$ cat config.mk
export PLATFORM = sky130hd
export DESIGN_NAME = lane_encoder
export DESIGN_NICKNAME = d
export VERILOG_FILES = /design/src/rtl/lane_encoder.sv
export SDC_FILE = /design/constraint.sdc
export NUM_CORES = 1
export LEC_CHECK = 0
export CAP_MARGIN = 25
export CORE_UTILIZATION = 45
export DETAILED_ROUTE_END_ITERATION = 7
export PLACE_DENSITY = 0.72
export SETUP_SLACK_MARGIN = 0.02
export SLEW_MARGIN = 20
export SYNTH_ARGS = -nofsm -noshare
export SYNTH_HDL_FRONTEND = slang
export SYNTH_SLANG_ARGS = --single-unit
export TNS_END_PERCENT = 20
$ cat constraint.sdc
create_clock -name clk -period 2.6 [get_ports clk]
set_clock_uncertainty 0.05 [all_clocks]
set_input_delay 0.52 -clock clk [delete_from_list [all_inputs] [get_ports clk]]
set_output_delay 0.52 -clock clk [all_outputs]
set_load 0.01 [all_outputs]
$ cat src/rtl/lane_encoder.sv
// Four debounced lanes feed a pending set. The lowest pending lane is presented as code/valid; key to valid takes DB_CYCLES+3 edges.
// code/valid hold until ack, an acked slot reloads back-to-back, and overflow pulses when a press merges into one already pending.
module lane_encoder #(
  parameter int DB_CYCLES = 4
) (
  input  logic       clk,
  input  logic       rst,
  input  logic [3:0] key_in,
  input  logic       ack,
  output logic [1:0] code,
  output logic       valid,
  output logic       overflow
);

  localparam logic [15:0] DbLast = 16'(DB_CYCLES - 1);

  typedef enum logic {
    IDLE = 1'b0,
    HOLD = 1'b1
  } stateT;

  logic [3:0]  syncA;
  logic [3:0]  syncB;
  logic [3:0]  stable;
  logic [3:0]  stableNext;
  logic [15:0] cnt [4];
  logic [15:0] cntNext [4];
  logic [3:0]  pressNow;
  logic [3:0]  pending;
  logic [3:0]  pendingNext;
  logic [3:0]  clearMask;
  logic [1:0]  lowIdx;
  logic [1:0]  codeNext;
  logic        loadEn;
  logic        overflowNext;
  stateT       state;
  stateT       stateNext;

  always_ff @(posedge clk or posedge rst) begin
    if (rst) begin
      syncA <= '0;
      syncB <= '0;
    end else begin
      syncA <= key_in;
      syncB <= syncA;
    end
  end

  // A lane flips only after its synchronized level has disagreed for DB_CYCLES edges in a row.
  always_comb begin
    stableNext = stable;
    pressNow   = '0;
    for (int i = 0; i < 4; i++) begin
      cntNext[i] = cnt[i] + 16'd1;
      if (syncB[i] == stable[i]) begin
        cntNext[i] = '0;
      end else if (cnt[i] == DbLast) begin
        cntNext[i]    = '0;
        stableNext[i] = syncB[i];
        pressNow[i]   = syncB[i];
      end
    end
  end

  always_ff @(posedge clk or posedge rst) begin
    if (rst) begin
      stable <= '0;
      for (int i = 0; i < 4; i++) begin
        cnt[i] <= '0;
      end
    end else begin
      stable <= stableNext;
      for (int i = 0; i < 4; i++) begin
        cnt[i] <= cntNext[i];
      end
    end
  end

  always_comb begin
    lowIdx = 2'd0;
    for (int i = 3; i >= 0; i--) begin
      if (pending[i]) begin
        lowIdx = 2'(i);
      end
    end
  end

  always_comb begin
    stateNext = state;
    codeNext  = code;
    loadEn    = 1'b0;
    case (state)
      IDLE: begin
        if (pending != 4'd0) begin
          loadEn    = 1'b1;
          stateNext = HOLD;
        end
      end
      HOLD: begin
        if (ack) begin
          if (pending != 4'd0) begin
            loadEn = 1'b1;
          end else begin
            stateNext = IDLE;
          end
        end
      end
      default: stateNext = IDLE;
    endcase
    if (loadEn) begin
      codeNext = lowIdx;
    end
  end

  // A press landing on the bit being loaded re-arms it instead of being lost or counted as a merge.
  assign clearMask    = loadEn ? (4'b0001 << lowIdx) : 4'b0000;
  assign pendingNext  = (pending & ~clearMask) | pressNow;
  assign overflowNext = |(pressNow & pending & ~clearMask);

  always_ff @(posedge clk or posedge rst) begin
    if (rst) begin
      state    <= IDLE;
      pending  <= '0;
      code     <= 2'b00;
      overflow <= 1'b0;
    end else begin
      state    <= stateNext;
      pending  <= pendingNext;
      code     <= codeNext;
      overflow <= overflowNext;
    end
  end

  assign valid = (state == HOLD);

endmodule

== Word-level counts from Yosys, hierarchy flattened ==
Cells that the tools add are included.
Operators by class
  add/subtract/negate cells: 4
  equality and inequality tests: 8
  shifts and indexed selects: 1
  mux-type cells: 26
  bitwise gates (word level): 10
  reduce and logical (&&, ||, !) cells: 6
Operators with widths (number)
  $mux W16: 8
  $add A16 B1 Y16 const B: 4
  $eq A16 B2 Y1 const B: 4
  $and A4 B4 Y4: 3
  $mux W1: 11
  $mux W2: 4
  $reduce_and A2 Y1: 4
  $not A1 Y1: 5
  $eq A1 B1 Y1: 4
  $mux W4: 1
  $not A4 Y4: 1
  $or A4 B4 Y4: 1
  $pmux W1 S2: 2
  $reduce_bool A4 Y1: 1
  $reduce_or A4 Y1: 1
  $shl A1 B2 Y4 const A: 1
Storage, ports and cells
  register bits after elaboration: 84
  output and inout bits: 4

== Logic depth before layout (Yosys ltp) ==
Gate-level depths: netlist of run 1.
  word-level depth: 9
  mapped depth: 6
  gate-level depth less buffers: 5

== Least setup slack after synthesis of run 1 ==
OpenSTA, ideal clock, no wires.
  kind: reg2reg
  start: register cnt[32] in the netlist's numbering
  end: register overflow
  library setup time: 90 ps
  arrival time: 1516 ps
  data required time: 2460 ps
  slack: 943 ps
  cell stages (with the launch flop): 6
  clock period less this slack: 1657 ps
  cell sequence: dfrtp_1 > ha_1 > nor4b_1 > nand4_1 > or3b_1 > o221ai_1
Between the ends
  word-level cells in the longest chain between the ends: 6
RTL lines
  start: declaration: line 26  | logic [15:0] cnt [4];
  start signal: indexed assignment: line 74  | cnt[i] <= cntNext[i];
  $eq A16 B2 Y1: line 57  | end else if (cnt[i] == DbLast) begin
  $mux W1: line 57
  $mux W1: line 55  | if (syncB[i] == stable[i]) begin
  $and A4 B4 Y4 (2 in series): line 118  | assign overflowNext = |(pressNow & pending & ~clearMask);
  $reduce_or A4 Y1: line 118
  via overflowNext: line 35  | logic overflowNext;
  end signal: assignment: line 130  | overflow <= overflowNext;
  end: declaration: line 12  | output logic overflow
The timed path passes the listed nets, and every way through them passes these cells.
A chain may end at the register's enable or synchronous reset.

==> flow_metrics.py, run 1 <==
metrics = {
    "floorplan": {
        "die_h_um": 94.74,
        "die_x_um": 94.74,
        "initial_core_util_pct": 46.86,
        "fp.dieArea_um2": 8975,
        "core_area_um2": 8258,
        "io-pin-count": 11,
        "placementRows": 33,
    },
    "worst_setup_path": {
        "critPathMaxStageDelay_ps": 460,
        "cp_top_family": "simple AND/OR/NAND/NOR gates",
        "path_cells": "ha_1 > nor4b_1 > nand4_1 > nand2_1 > nor2_1",
        "cp_slowest_cell": "nand2_1",
        "cp-start-kind": "register",
        "cp_num_buf_inv": 0,
        "required_ps": 2770,
        "cp.arrival_ps": 2130,
        "end_kind": "register",
        "criticalPathCategory": "register to register",
        "cp_max_fo": 15,
    },
    "pwr": {
        "switchingPower_uw": 939.6,
        "p_clk_share_pct": 33.2,
        "p_int_mw": 2.205,
        "pwr-share-seq_pct": 49.5,
        "peakVddDrop_uv": 480.9,
        "p_per_area_nw_per_um2": 723.3,
        "power_frac_comb_pct": 17.2,
        "p_sw_share_pct": 29.88,
        "p_leak_nw": 1.750,
    },
    "flow_run": {
        "drv_cap": 0,
    },
    "timing": {
        "hold_violations": 0,
        "hold_slack_ps": 310.2,
        "rsz0062_at_grt": "false",
        "fin_setup_tns_ps": 0,
        "worstMarginPinSlew_ps": 501.7,
        "setup_viol": 0,
        "timing.final.crit_share_pct": 75.40,
        "slew_violations": 0,
        "period_minus_slack_ps": 1960,
        "fmax_mhz": 510.1,
        "slew-limit-headroom_pct": 66.47,
    },
    "clocking": {
        "cts_hold_buf": 0,
        "cts_sinks": 84,
        "ctsResizeCount": 0,
        "cts_setup_buffers": 0,
        "cts_tree": "yes",
        "clock_latency_ps": 350,
        "clockBufferDepth": 2,
        "root_buffer": "clkbuf_8",
        "cts_buffers": 9,
        "cts_max_level": 3,
        "path_clk_slew_ps": 90,
    },
    "global_route": {
        "antenna_found_initial": 0,
        "grt_start_max_net_pins": 41,
        "track_usage_pct": 16.93,
        "grt_pass1_vias": 2580,
        "grt_pass1_wl_mm": 11.74,
        "grt-ovfl-total": 0,
    },
    "min_path": {
        "hp-class": "register to register",
    },
    "outcome": {
        "status": "finished clean",
    },
    "detailed_routing": {
        "avgViaCountPerCell": 5.413,
        "drt-total-wl_mm": 6.629,
        "drc": 0,
        "first_pass_iters": 4,
        "route.detailed.wl_per_inst_um": 13.10,
        "ant_nets": 0,
        "drt_iter0_drc": 175,
        "vias": 2739,
    },
    "yosys": {
        "synth_area_per_cell_um2": 10.24,
        "syn_nets": 389,
        "yosysWarnings": 0,
        "synth_area_um2": 3870,
        "yosysTopAreaCell": "dfrtp_1",
        "syn_inst": 378,
        "synth_top_area_share_pct": 54.32,
        "synth_area_leaders": "dfrtp_1 54%, xnor2_1 10%, nor2_1 7.1%",
        "synth.distinct_cells": 38,
        "yosysSeqAreaShare_pct": 54.32,
        "synth-seq-cells": 84,
    },
    "finish": {
        "finalNetCount": 407,
        "drive_gt1_share_pct": 8.229,
        "fill_cells": 762,
        "antenna_cells": 0,
        "area_growth_pct": 12.32,
    },
    "place": {
        "dp_hpwl_mm": 4.643,
        "place_congestion": 0.8080,
        "io_buffers": 10,
    },
}
## cell usage in the layout, fill, tap and decap left out, types with 2 or more instances in the layout
| cell type | count |
|---|---|
| buf_4 | 3 |
| bufinv_16 | 2 |
| or2_2 | 2 |
| inv_8 | 2 |
| nand4_1 | 14 |
| clkinv_4 | 2 |
| mux2_2 | 4 |
| clkdlybuf4s50_1 | 10 |
| nand2_1 | 22 |
| inv_1 | 12 |
| o22a_1 | 2 |
| or3b_1 | 2 |
| nand4_2 | 2 |
| o21ai_0 | 3 |
| dfrtp_1 | 84 |
| nor2_1 | 73 |
| ha_1 | 4 |
| nor4_1 | 20 |
| clkinvlp_4 | 2 |
| o31ai_1 | 2 |
| nand2b_1 | 2 |
| and3_1 | 5 |
| nand3_1 | 19 |
| clkbuf_8 | 9 |
| nor4b_1 | 4 |
| a21oi_1 | 4 |
| xor2_1 | 11 |
| nor3_1 | 20 |
| xnor2_1 | 46 |
## cells by family (layout without fill, tap and decap cells)
logic type / Yosys count / count (layout) / share of synthesized area [%]
adders and majority gates: 4 / 4 / 1.293
xor gates and xnor gates: 57 / 57 / 12.90
AOI/OAI and AO/OA: 15 / 15 / 2.683
DFF: 84 / 84 / 54.32
and+or+nand+nor: 194 / 194 / 25.54
buffers and inverters: 20 / 43 / 2.102
muxes: 4 / 4 / 1.164
## synth_stat cells (all sizes together)
cell / n
o22a: 2
or4: 1
nor2: 73
o31ai: 2
buf: 4
o32a: 1
or3b: 2
nor4b: 4
o41ai: 1
nand3: 20
nand4: 17
ha: 4
nor3: 20
xnor2: 46
nand2b: 2
a31o: 1
clkbuf: 3
mux2: 4
dfrtp: 84
nand4b: 1
nor4: 20
xor2: 11
inv: 13
o21ai: 3
or3: 1
a21oi: 4
nand3b: 1
and3: 5
o221ai: 1
nand2: 22
or2: 4
nor2b: 1
## registers in the layout (all words and copies together) (netlist names)
name	cells
stable	4
pending	4
code	2
cnt	64
syncB	4
syncA	4
overflow	1
valid	1
## final cells by class
type / count / area [um2] / share of cell area (%)
clock inverters: 7 / 107.6 / 2.476
flip-flops and latches: 84 / 2102 / 48.36
repair buffers: 14 / 142.6 / 3.282
multi-input cells: 274 / 1687 / 38.80
clock buffers: 9 / 123.9 / 2.850
well taps: 105 / 131.4 / 3.022
inverters: 13 / 52.55 / 1.209
## final timing paths
kind | startpoint | to | slack (ps) | cells after the start
worst max-delay path | cnt[48] | cnt[60] | 640 | 5
worst min register to register | syncA[1] | syncB[1] | 310 | 0
worst max register to register | cnt[48] | cnt[60] | 640 | 5
min in group asynchronous | rst | cnt[7] | 450 | 2
worst min-delay path | syncA[1] | syncB[1] | 310 | 0
max in group asynchronous | rst | cnt[32] | 1530 | 3
## power groups by stage
stage	registers, mW	logic, mW	clock network [mW]
2_1_floorplan	1.56	0.412	0
3_3_place_gp	1.57	0.537	0
3_5_place_dp	1.58	0.547	0
4_1_cts	1.56	0.553	1.08
5_1_grt	1.58	0.621	1.13
6_report	1.56	0.542	1.04
## metal layers
metal / vias to the layer above / part of all wire (%) / GRT usage [%]
li1: 1333 / - / -
met1: 1364 / 45 / 21.24
met3: 9 / 2.4 / 4.267
met4: 0 / 1.3 / 6.566
met5: - / 0 / 0
met2: 33 / 51 / 28.06
## stage by stage
| step | instance area (um2) | utilization (%) | power [mW] | cells | setup WS (ps) |
|---|---|---|---|---|---|
| 6_report | 4347 | 52.64 | 3.144 | 506 | 639.6 |
| 5_1_grt | 4347 | 52.64 | 3.327 | 506 | 444.9 |
| 4_1_cts | 4347 | 52.64 | 3.188 | 506 | 619.0 |
| 3_5_place_dp | 4115 | 49.83 | 2.131 | 490 | 621.7 |
| 3_3_place_gp | 4115 | 49.83 | 2.110 | 490 | 642.0 |
| 2_1_floorplan | 3874 | - | 1.973 | 378 | 943.3 |
(Power assumes the default switching activity.)
==> run 2, diff against run 1 <==
==> constraint.sdc (replaced) <==
create_clock -name clk -period 1.7 [get_ports clk]
set_clock_uncertainty 0.05 [all_clocks]
set_input_delay 0.34 -clock clk [delete_from_list [all_inputs] [get_ports clk]]
set_output_delay 0.34 -clock clk [all_outputs]
set_load 0.01 [all_outputs]
==> run 2 against run 1 <==
Utilization up 5.6 points. Fmax up 19%. Sequential cell count unchanged. Combinational power up 120%. Critical path depth unchanged. Routed wire length up 19%. Worst setup slack worse by 590 ps. Global-route usage up 2.4 points. Non-clock buffer count up 41.
==> flow_metrics.py, run 2 (synthesis gave the netlist of run 1 again) <==
metrics = {
    "outcome": {
        "status": "finished clean",
    },
    "global_route": {
        "track_usage_pct": 19.36,
        "grt_pass1_wl_mm": 13.22,
        "grt_pass1_vias": 2897,
        "grt-ovfl-total": 0,
        "grt_start_max_net_pins": 41,
        "antenna_found_initial": 0,
    },
    "worst_setup_path": {
        "r2r-end": "cnt[13]",
        "rrSetupSlack_ps": 50,
        "required_ps": 1900,
        "cp-start-kind": "register",
        "cp_max_fo": 5,
        "r2r_cells": 5,
        "criticalPathCategory": "register to register",
        "end_kind": "register",
        "cp.arrival_ps": 1850,
        "r2r_start": "cnt[7]",
    },
    "floorplan": {
        "io-pin-count": 11,
        "placementRows": 33,
        "die_h_um": 94.74,
        "initial_core_util_pct": 46.86,
        "fp.dieArea_um2": 8975,
        "core_area_um2": 8258,
        "die_x_um": 94.74,
    },
    "detailed_routing": {
        "route.detailed.wl_per_inst_um": 14.38,
        "drc": 0,
        "first_pass_iters": 4,
        "drt-total-wl_mm": 7.868,
        "ant_nets": 0,
        "drt_iter0_drc": 151,
        "avgViaCountPerCell": 5.342,
        "vias": 2922,
    },
    "place": {
        "pre_cts_ws_ps": -60.57,
        "dp_cells": 529,
        "place_congestion": 0.8246,
        "io_buffers": 10,
        "dp_hpwl_mm": 5.293,
    },
    "finish": {
        "layout_commonest_cell": "dfrtp_1",
        "final-instance-count-excl-fill": 547,
        "finalNetCount": 448,
        "antenna_cells": 0,
        "drive_gt1_share_pct": 21.04,
        "mostFrequentLayoutCells": "83 x dfrtp_1, 73 x nor2_1, 46 x xnor2_1",
        "largest_reg_flops": 64,
        "area_growth_pct": 24.22,
        "top_register": "cnt",
    },
    "timing": {
        "setup_viol": 0,
        "fmax_mhz": 606.1,
        "period_minus_slack_ps": 1650,
        "slew-limit-headroom_pct": 68.42,
        "worstMarginPinSlew_ps": 467.5,
        "slew_violations": 0,
        "hold_violations": 0,
        "setup_ws_ps": 49.99,
        "timing.final.crit_share_pct": 97.06,
        "fin_setup_tns_ps": 0,
        "rsz0062_at_grt": "true",
    },
    "min_path": {
        "hp-class": "primary input to async pin",
    },
    "clocking": {
        "path_clk_slew_ps": 90,
        "root_buffer": "clkbuf_8",
        "clockBufferDepth": 2,
        "clock_latency_ps": 380,
        "cts_max_level": 3,
        "cts_tree": "yes",
        "cts_hold_buf": 0,
        "cts_buffers": 9,
        "cts_sinks": 84,
    },
    "pwr": {
        "p_leak_nw": 2.034,
        "p_per_area_nw_per_um2": 1075,
        "peakVddDrop_uv": 583.4,
    },
    "flow_run": {
        "drv_cap": 0,
    },
}
[run 2: cell count changes in the layout (fill, tap and decap cells not counted), sizes merged]
| cell | before | now |
|---|---|---|
| dlygate4sd2 | 0 | 1 |
| clkinv | 2 | 3 |
| clkinvlp | 2 | 1 |
| clkdlybuf4s50 | 10 | 6 |
| buf | 4 | 45 |
| dlymetal6s2s | 0 | 3 |
[run 2: metal layers]
| metal | global-route usage, % | part of all wire (%) | up-vias | routed length [um] |
|---|---|---|---|---|
| li1 | - | - | 1413 | - |
| met1 | 24.23 | 44 | 1455 | 3467 |
| met2 | 31.35 | 51 | 40 | 4006 |
| met3 | 5.233 | 3.1 | 14 | 240 |
| met4 | 8.586 | 1.9 | 0 | 153 |
| met5 | 0 | 0 | - | 0 |
[run 2: what timing repair did]
action	4_1_cts	5_1_grt
setup buffers	1	1
endpoints found under the setup margin	13	9
pin swaps	3	8
resized for setup	7	20
[run 2: power by group]
group          internal (mW)  switching, mW  total [mW]  leakage [nW]
clock                  0.840          0.770        1.61         0.115
sequential              2.20          0.188        2.38          1.13
combinational          0.582          0.591        1.17         0.787
total                   3.62           1.55        5.17          2.03
[run 2: critical path, stage by stage, from the launching register on]
cell and delay (ps):
dfrtp_1 420, buf_4 160, nand4_1 230, nor4_1 450
xnor2_1 180, nor2_1 60
[run 2: per-stage QoR]
step / utilization, % / hold slack, ps / instance area (um2) / power [mW]
CTS: 56.91 / 255.6 / 4700 / 5.178
finish: 58.21 / 257.6 / 4807 / 5.168
global route: 58.21 / 273.7 / 4807 / 5.437
floorplan: - / 281.2 / 3874 / 3.017
global placement: 53.68 / 283.1 / 4433 / 3.517
detailed placement: 53.68 / 288.5 / 4433 / 3.548
[run 2: how the worst max path moves through the flow]
stage                        from       end  slack, ps  depth (start not counted)
after CTS                  cnt[1]   cnt[14]        0.7                          6
final                      cnt[7]   cnt[13]         50                          5
after floorplan           cnt[32]  overflow         40                          5
after global routing      cnt[44]  overflow        -40                          4
after global placement        ack  overflow          6                          6
after detailed placement      ack  overflow        -60                          6
[run 2: final cells by class]
class | instances | area, um2
multi-input combinational | 274 | 1815
clock inverter | 7 | 98.84
inverter | 13 | 52.55
clock buffer | 9 | 123.9
fill | 699 | 3451
tap | 105 | 131.4
sequential | 84 | 2103
timing repair buffer | 55 | 481.7
==> run 3, diff against run 2 <==
--- a/config.mk
+++ b/config.mk
@@ -6,10 +6,13 @@
 export NUM_CORES = 1
 export LEC_CHECK = 0
 export CAP_MARGIN = 25
+export CORE_MARGIN = 4
 export CORE_UTILIZATION = 45
 export DETAILED_ROUTE_END_ITERATION = 7
-export PLACE_DENSITY = 0.72
+export DONT_BUFFER_PORTS = 1
+export PLACE_DENSITY = 0.7
 export SETUP_SLACK_MARGIN = 0.02
+export SKIP_CTS_REPAIR_TIMING = 1
 export SLEW_MARGIN = 20
 export SYNTH_ARGS = -nofsm -noshare
 export SYNTH_HDL_FRONTEND = slang
==> run 3 against run 2 <==
Die area rose by 13%. Clock-buffer cell count did not move. Hold slack improved by 21 ps. Sequential cell count did not move.
==> flow_metrics.py, run 3 (synthesis gave the netlist of run 1 again) <==
metrics = {
    "outcome": {
        "status": "finished clean",
    },
    "pwr": {
        "p_clk_share_pct": 27.5,
        "fin_total_pwr_mw": 4.942,
        "p_int_mw": 3.362,
        "p_leak_nw": 1.949,
        "power_frac_comb_pct": 23.9,
        "p_sw_share_pct": 31.97,
        "p_per_area_nw_per_um2": 1044,
        "pwr-share-seq_pct": 48.6,
        "peakVddDrop_uv": 907.0,
        "switchingPower_mw": 1.580,
    },
    "place": {
        "place_congestion": 0.7754,
        "dp_hpwl_mm": 4.810,
        "dp_cells": 516,
        "placed_area_um2": 4298,
        "pre_cts_ws_ps": -31.57,
        "io_buffers": 0,
    },
    "finish": {
        "area_growth_pct": 22.31,
        "finalNetCount": 445,
        "drive_gt1_share_pct": 22.78,
        "final-instance-count-excl-fill": 544,
        "top_register": "cnt",
        "fin_area_um2": 4733,
        "largest_reg_flops": 64,
        "post-route-util_pct": 57.03,
        "mostFrequentLayoutCells": "83 x dfrtp_1, 73 x nor2_1, 46 x xnor2_1",
        "fill_cells": 688,
        "antenna_cells": 0,
        "layout_commonest_cell": "dfrtp_1",
    },
    "detailed_routing": {
        "avgViaCountPerCell": 5.272,
        "drt_iter0_drc": 131,
        "wl_met3_um": 242,
        "drt-total-wl_mm": 7.468,
        "top_layer": "met4",
        "ant_nets": 0,
        "route.detailed.wl_per_inst_um": 13.73,
        "first_pass_iters": 4,
        "wl_met1_mm": 3.401,
        "vias": 2868,
        "drc": 0,
        "wl_met2_mm": 3.690,
    },
    "timing": {
        "timing.final.crit_share_pct": 98.64,
        "worstMarginPinSlew_ps": 539.5,
        "setup_viol": 0,
        "period_minus_slack_ps": 1677,
        "fin_setup_tns_ps": 0,
        "rsz0062_at_grt": "true",
        "fmax_mhz": 596.3,
        "hold_slack_ps": 278.3,
        "slew-limit-headroom_pct": 63.56,
        "slew_violations": 0,
        "setup_ws_ps": 23.09,
        "hold_violations": 0,
    },
    "floorplan": {
        "die_h_um": 100.7,
        "die_x_um": 100.7,
        "initial_core_util_pct": 46.63,
        "placementRows": 33,
        "core_area_um2": 8299,
        "fp.dieArea_um2": 10150,
        "io-pin-count": 11,
    },
    "worst_setup_path": {
        "cp-start-kind": "register",
        "cp_slowest_cell": "or4_1",
        "end_kind": "register",
        "path_cells": "buf_4 > nand4_2 > or2_4 > or4_1 > a21oi_1",
        "cp.arrival_ps": 1910,
        "cp_num_buf_inv": 1,
        "cp_top_family": "simple AND/OR/NAND/NOR gates",
        "critPathMaxStageDelay_ps": 490,
        "required_ps": 1930,
        "criticalPathCategory": "register to register",
        "cp_max_fo": 3,
    },
    "clocking": {
        "cts_max_level": 3,
        "root_buffer": "clkbuf_8",
        "clock_latency_ps": 360,
        "clockBufferDepth": 2,
        "cts_tree": "yes",
        "cts_sinks": 84,
        "path_clk_slew_ps": 90,
        "cts_buffers": 9,
    },
    "global_route": {
        "grt_pass1_vias": 2747,
        "track_usage_pct": 15.04,
        "grt-ovfl-total": 0,
        "antenna_found_initial": 0,
        "grt_pass1_wl_mm": 12.14,
        "grt_start_max_net_pins": 85,
    },
    "min_path": {
        "hp-class": "primary input to register",
    },
    "flow_run": {
        "drv_cap": 0,
    },
}
-- run 3: cell count changes in the layout (fill, tap and decap cells not counted), sizes merged --
| cell | previous run | this run |
|---|---|---|
| bufinv | 2 | 0 |
| clkdlybuf4s50 | 6 | 0 |
| dlygate4sd2 | 1 | 0 |
| dlygate4sd3 | 0 | 5 |
| inv | 14 | 17 |
| clkinv | 3 | 1 |
| clkinvlp | 1 | 2 |
| dlymetal6s2s | 3 | 0 |
| buf | 45 | 47 |
-- run 3: tightest hold or removal path, stage by stage --
cell and delay [ps]:
nor2b_1 20, buf_4 160, nand2_1 60, o21ai_0 70
-- run 3: path summary, 6_finish.rpt --
path	endpoint	depth (start not counted)	startpoint	slack [ps]
max	cnt[31]	5	cnt[16]	20
min	pending[0]	4	ack	280
max reg2reg	cnt[31]	5	cnt[16]	20
min reg2reg	syncB[3]	0	syncA[3]	300
max in group asynchronous	cnt[51]	3	rst	720
min in group asynchronous	cnt[25]	3	rst	520
-- run 3: power by group through the flow --
stage	clock network, mW	registers (mW)	logic [mW]
floorplan	0	2.39	0.630
global placement	0	2.41	1.02
detailed placement	0	2.42	1.04
CTS	1.41	2.39	1.05
global route	1.48	2.43	1.31
finish	1.36	2.40	1.18
-- run 3: per-layer routing --
metal / vias up / track usage, %
li1: 1417 / -
met1: 1409 / 18.94
met2: 31 / 24.30
met3: 11 / 4.498
met4: 0 / 5.907
met5: - / 0
-- run 3: cell type report --
| class | count | area [um2] | area share (%) |
|---|---|---|---|
| timing repair buffer | 52 | 431.7 | 9.120 |
| clock inverter | 7 | 65.06 | 1.375 |
| clock buffer | 9 | 123.9 | 2.617 |
| tap | 105 | 131.4 | 2.776 |
| sequential | 84 | 2103 | 44.44 |
| multi-input combinational | 274 | 1826 | 38.57 |
| inverter | 13 | 52.55 | 1.110 |
